### src/rtl/ra_stack.sv
// ra_stack: return-address spill stack sitting in front of the register file RA port.
// A call saves the live RA and loads the link address; a return restores the saved RA.
module ra_stack #(
   parameter int WIDTH = 16,
   parameter int DEPTH = 8,
   parameter int PTR_W = 3
) (
   input  logic             clk,
   input  logic             reset,
   input  logic             call,
   input  logic             ret,
   input  logic [WIDTH-1:0] link_addr,
   input  logic [WIDTH-1:0] ra_cur,
   input  logic             clr_err,
   output logic [WIDTH-1:0] ra_din,
   output logic             ra_we,
   output logic [WIDTH-1:0] jump_addr,
   output logic             ret_valid,
   output logic [PTR_W:0]   count,
   output logic             full,
   output logic             empty,
   output logic             overflow,
   output logic             underflow
);

   localparam logic [PTR_W:0] LP_DEPTH = (PTR_W+1)'(DEPTH);

   logic [WIDTH-1:0] r_mem [DEPTH];
   logic [PTR_W:0]   r_sp;
   logic             r_ovf;
   logic             r_unf;

   logic             w_full;
   logic             w_empty;
   logic             w_call_only;
   logic             w_ret_only;
   logic             w_tail;
   logic             w_push;
   logic             w_pop;
   logic             w_ovf_evt;
   logic             w_unf_evt;
   logic [PTR_W-1:0] w_wr_idx;
   logic [PTR_W-1:0] w_rd_idx;

   assign w_full      = (r_sp == LP_DEPTH);
   assign w_empty     = (r_sp == '0);
   assign w_call_only = call & ~ret;
   assign w_ret_only  = ret & ~call;
   assign w_tail      = call & ret;
   assign w_push      = w_call_only & ~w_full;
   assign w_pop       = w_ret_only & ~w_empty;
   assign w_ovf_evt   = w_call_only & w_full;
   assign w_unf_evt   = w_ret_only & w_empty;
   assign w_wr_idx    = r_sp[PTR_W-1:0];
   // When sp == DEPTH == 2^PTR_W the low bits wrap to 0, so sp-1 still lands on the top entry.
   assign w_rd_idx    = r_sp[PTR_W-1:0] - PTR_W'(1);

   always_comb begin
      ra_din = link_addr;
      if (w_ret_only) begin
         ra_din = r_mem[w_rd_idx];
      end
      ra_we     = ~reset & (w_push | w_pop | w_tail);
      jump_addr = ra_cur;
      ret_valid = ~reset & ret;
   end

   always_ff @(posedge clk) begin
      if (w_push) begin
         r_mem[w_wr_idx] <= ra_cur;
      end
   end

   always_ff @(posedge clk or posedge reset) begin
      if (reset) begin
         r_sp  <= '0;
         r_ovf <= 1'b0;
         r_unf <= 1'b0;
      end else begin
         if (w_push) begin
            r_sp <= r_sp + 1'b1;
         end else if (w_pop) begin
            r_sp <= r_sp - 1'b1;
         end
         // An error event in the same cycle as clr_err keeps the flag set.
         r_ovf <= w_ovf_evt | (r_ovf & ~clr_err);
         r_unf <= w_unf_evt | (r_unf & ~clr_err);
      end
   end

   assign count     = r_sp;
   assign full      = w_full;
   assign empty     = w_empty;
   assign overflow  = r_ovf;
   assign underflow = r_unf;

endmodule
### config.mk
export PLATFORM = sky130hd
export DESIGN_NAME = ra_stack
export DESIGN_NICKNAME = d
export VERILOG_FILES = /design/src/rtl/ra_stack.sv
export SDC_FILE = /design/constraint.sdc
export NUM_CORES = 1
export LEC_CHECK = 0
export CAP_MARGIN = 20
export CORE_ASPECT_RATIO = 1.5
export CORE_MARGIN = 3
export CORE_UTILIZATION = 45
export DETAILED_ROUTE_END_ITERATION = 7
export PLACE_DENSITY = 0.68
export REMOVE_ABC_BUFFERS = 1
export SLEW_MARGIN = 20
export SYNTH_ARGS = -nofsm -noshare
export SYNTH_HDL_FRONTEND = slang
export SYNTH_SLANG_ARGS = --single-unit
export TNS_END_PERCENT = 100
### constraint.sdc
create_clock -name clk -period 7.34 [get_ports clk]
set_clock_uncertainty 0.1 [all_clocks]
set_input_delay 0.734 -clock clk [delete_from_list [all_inputs] [get_ports clk]]
set_output_delay 0.734 -clock clk [all_outputs]
set_load 0.01 [all_outputs]
==> reports/metrics.csv <==
stage;metric;value;unit
power_and_ir_drop;p_per_area;396;nW/um2
synthesis;synth-warning-count;0;
global_route;grt_first_pass_wirelength;17200;um
finish;area_growth;27.5;%
placement;finalWeightedCongestion;0.770;
critical_path;cp-startpoint;count[1]$_DFFE_PP0P_;
clocking;cts_repair_resize_count;0;
power_and_ir_drop;power.static_leakage;0.00243;uW
floorplanning;io_pins;79;
power_and_ir_drop;peak_ir_drop_on_the_vdd_network;341;uV
synthesis;synth_enable_flop_cells;128;
synthesis;synth_commonest_cells;sky130_fd_sc_hd__edfxtp_1 (128), sky130_fd_sc_hd__mux4_2 (32), sky130_fd_sc_hd__nand2_1 (20), sky130_fd_sc_hd__buf_4 (17), sky130_fd_sc_hd__mux2i_1 (17);
synthesis;async_s_r_ff_share_synth;0.0448;
timing;report.final.slew_viol_count;0;
timing;report.final.setup_viol;0;
clocking;cts.reportedPaths.clkPinSlew;0.06;ns
critical_path;timing.critical_path.arrival;3.01;ns
critical_path;start_kind;register;
synthesis;ys_ff_latch;134;
timing;transition_time_of_the_tightest_slew_check_pin;1.07;ns
timing;timing.final.crit_period;3.85;ns
clocking;clkSinkCount;134;
critical_path;endpoint_kind;output pin;
clocking;postCtsSetupBuffers;0;
drt;drt_iter0_markers;222;
finish;antenna_cells;0;
critical_path;reg2reg_from;count[1]$_DFFE_PP0P_;
drt;drt_drc_violations_left;0;
timing;timing.fmax;0.260;GHz
critical_path;critical_path_type;reg -> out;
synthesis;yosys.cell_types.count;35;
drt;drt-wirelength-per-cell;20.3;um
synthesis;synth-seq-area-share;0.714;
drt;iteration_count_of_the_initial_detailed_routing_pass;4;
drt;detail-route-antenna-nets;0;
synthesis;post-synth-top-count-cell;sky130_fd_sc_hd__edfxtp_1;
timing;final_count_of_hold_timing_violations;0;
finish;layout.nets;409;
run_status;outcome;complete, no violations;
timing;rsz_0062_raised_after_global_routing;no;
floorplanning;die_area;13800;um2
synthesis;synth_cells;294;
finish;nFillCells;889;
global_route;grt_start_max_net_pins;38;
synthesis;synth.area.top_cells;sky130_fd_sc_hd__edfxtp_1 (69%), sky130_fd_sc_hd__mux4_2 (13%), sky130_fd_sc_hd__mux2i_1 (3.0%);
floorplanning;die_y;143;um
worst_hold_path;hold_path.class;reg -> reg;
worst_hold_path;min_path_cells;1;
drt;detailroute.via_count;2822;
timing;setup_total_negative_slack;0;ns
critical_path;critPathMaxFanout;16;
clocking;clk_latency;0.40;ns
critical_path;worst_r2r_endpoint;r_mem[1][10]$_DFFE_PP_;
placement;hpwl;6190;um
floorplanning;core_area;12100;um2
placement;port_buffers;78;
finish;seq_area;4000;um2
floorplanning;core.rowCount;49;
finish;layout_cells_sized_above_1;0.210;
drt;drt_wl_total;10800;um
placement;dp_worst_setup_slack;3.69;ns
finish;post_route_utilization;0.590;
synthesis;synth_top_cell_area_share;0.687;
worst_hold_path;worst_hold_startpoint;overflow$_DFF_PP0_;
synthesis;synth.largest_area_cell;sky130_fd_sc_hd__edfxtp_1;
timing;final_min_period_over_clock_period;0.524;
flow_run;drv_cap;0;
timing;slew-limit-headroom;0.289;
finish;multiInputGateArea;1400;um2
critical_path;timing.reg2reg.worst_path_depth;7;
global_route;grt_pass1_vias;3078;
global_route;antenna_found_initial;0;
floorplanning;start_util;0.463;
worst_hold_path;whs_endpoint;overflow$_DFF_PP0_;
clocking;total_cts_buffers;17;
synthesis;synth_ff_type;sky130_fd_sc_hd__edfxtp_1;
global_route;grt-ovfl-total;0;
clocking;clock_tree.buffer_depth;2;
critical_path;critical_path_required;6.51;ns
clocking;ctsHoldBuffers;0;
synthesis;syn-cell-area;5590;um2
clocking;clock_tree.root_cell;sky130_fd_sc_hd__clkbuf_16;
floorplanning;floorplan.die.width;97.0;um
drt;post_drt_via_cell_ratio;5.28;
clocking;tritoncts;done;
power_and_ir_drop;total_power;2820;uW
timing;postLayoutSetupSlackWorst;3.49;ns
clocking;htreeDepth;4;
global_route;overall_global_routing_resource_usage;0.167;
timing;finalHoldWorstSlack;0.422;ns
critical_path;worst-r2r-setup-slack;4.17;ns
synthesis;synth_area_per_cell;19.0;um2
[flip-flops by register name, indices dropped and copies added (netlist names)]
| signal | cells |
|---|---|
| r_mem | 128 |
| count | 4 |
| overflow | 1 |
| underflow | 1 |
[cell type report]
class                           instances  share of cell area
Clock inverter                         14              0.0358
Sequential cell                       134               0.560
Tap cell                              153              0.0268
Timing Repair Buffer                   84               0.116
Clock buffer                           18              0.0602
Inverter                                7             0.00368
Multi-Input combinational cell        124               0.197
[placed cells by master, fill, tap and decap left out, types with 5 or more instances in the layout]
master,n
sky130_fd_sc_hd__dfrtp_1,5
sky130_fd_sc_hd__edfxtp_1,128
sky130_fd_sc_hd__nand2_1,20
sky130_fd_sc_hd__buf_4,5
sky130_fd_sc_hd__inv_1,7
sky130_fd_sc_hd__mux2i_1,17
sky130_fd_sc_hd__o21ai_1,16
sky130_fd_sc_hd__mux4_2,32
sky130_fd_sc_hd__bufinv_16,7
sky130_fd_sc_hd__clkbuf_16,17
sky130_fd_sc_hd__clkdlybuf4s50_1,78
[routing by layer]
metal  track usage  vias to the layer above  part of all wire
met3        0.0427                       10             0.038
met1         0.195                     1429              0.40
met5             0                        -                 0
li1              -                     1305                 -
met2         0.296                       78              0.55
met4        0.0629                        0             0.012
[cell families after synthesis]
| kind of cell | count (synthesis) | synth area share |
|---|---|---|
| mux | 51 | 0.163 |
| compound gates | 26 | 0.0286 |
| buf+inv | 36 | 0.0430 |
| xor+xnor | 4 | 0.00962 |
| simple gates | 39 | 0.0311 |
| fa+ha+maj | 4 | 0.0103 |
| flops | 134 | 0.714 |
[stage by stage]
step                      std cells  cell area, um2
after floorplan                 265            5380
after global routing            534            7130
after detailed placement        501            6410
after global placement          501            6410
final                           534            7130
after CTS                       533            7100
[critical path, cell delays in order, from the launching register on]
cell,delay [ns]
sky130_fd_sc_hd__dfrtp_1,0.53
sky130_fd_sc_hd__inv_1,0.11
sky130_fd_sc_hd__ha_1,0.28
sky130_fd_sc_hd__xor2_4,0.73
sky130_fd_sc_hd__mux2i_1,0.24
sky130_fd_sc_hd__o21ai_1,0.16
sky130_fd_sc_hd__clkdlybuf4s50_1,0.55
[where the power goes]
part | switching (uW) | total (uW) | leakage [uW] | internal, uW
clock network | 299 | 968 | 0.000324 | 669
registers | 38.7 | 948 | 0.00123 | 909
logic | 451 | 906 | 0.000874 | 455
[how the worst max path moves through the flow]
stage / to / slack (ns) / cells past startpoint
after floorplan: r_mem[1][0]$_DFFE_PP_ / 3.06 / 6
after global placement: ra_we / 3.73 / 7
after detailed placement: ra_we / 3.69 / 7
after CTS: ra_din[7] / 3.44 / 6
after global routing: ra_din[13] / 3.30 / 6
final: ra_din[13] / 3.49 / 6
Note: power is estimated with default switching activity, not from simulation.
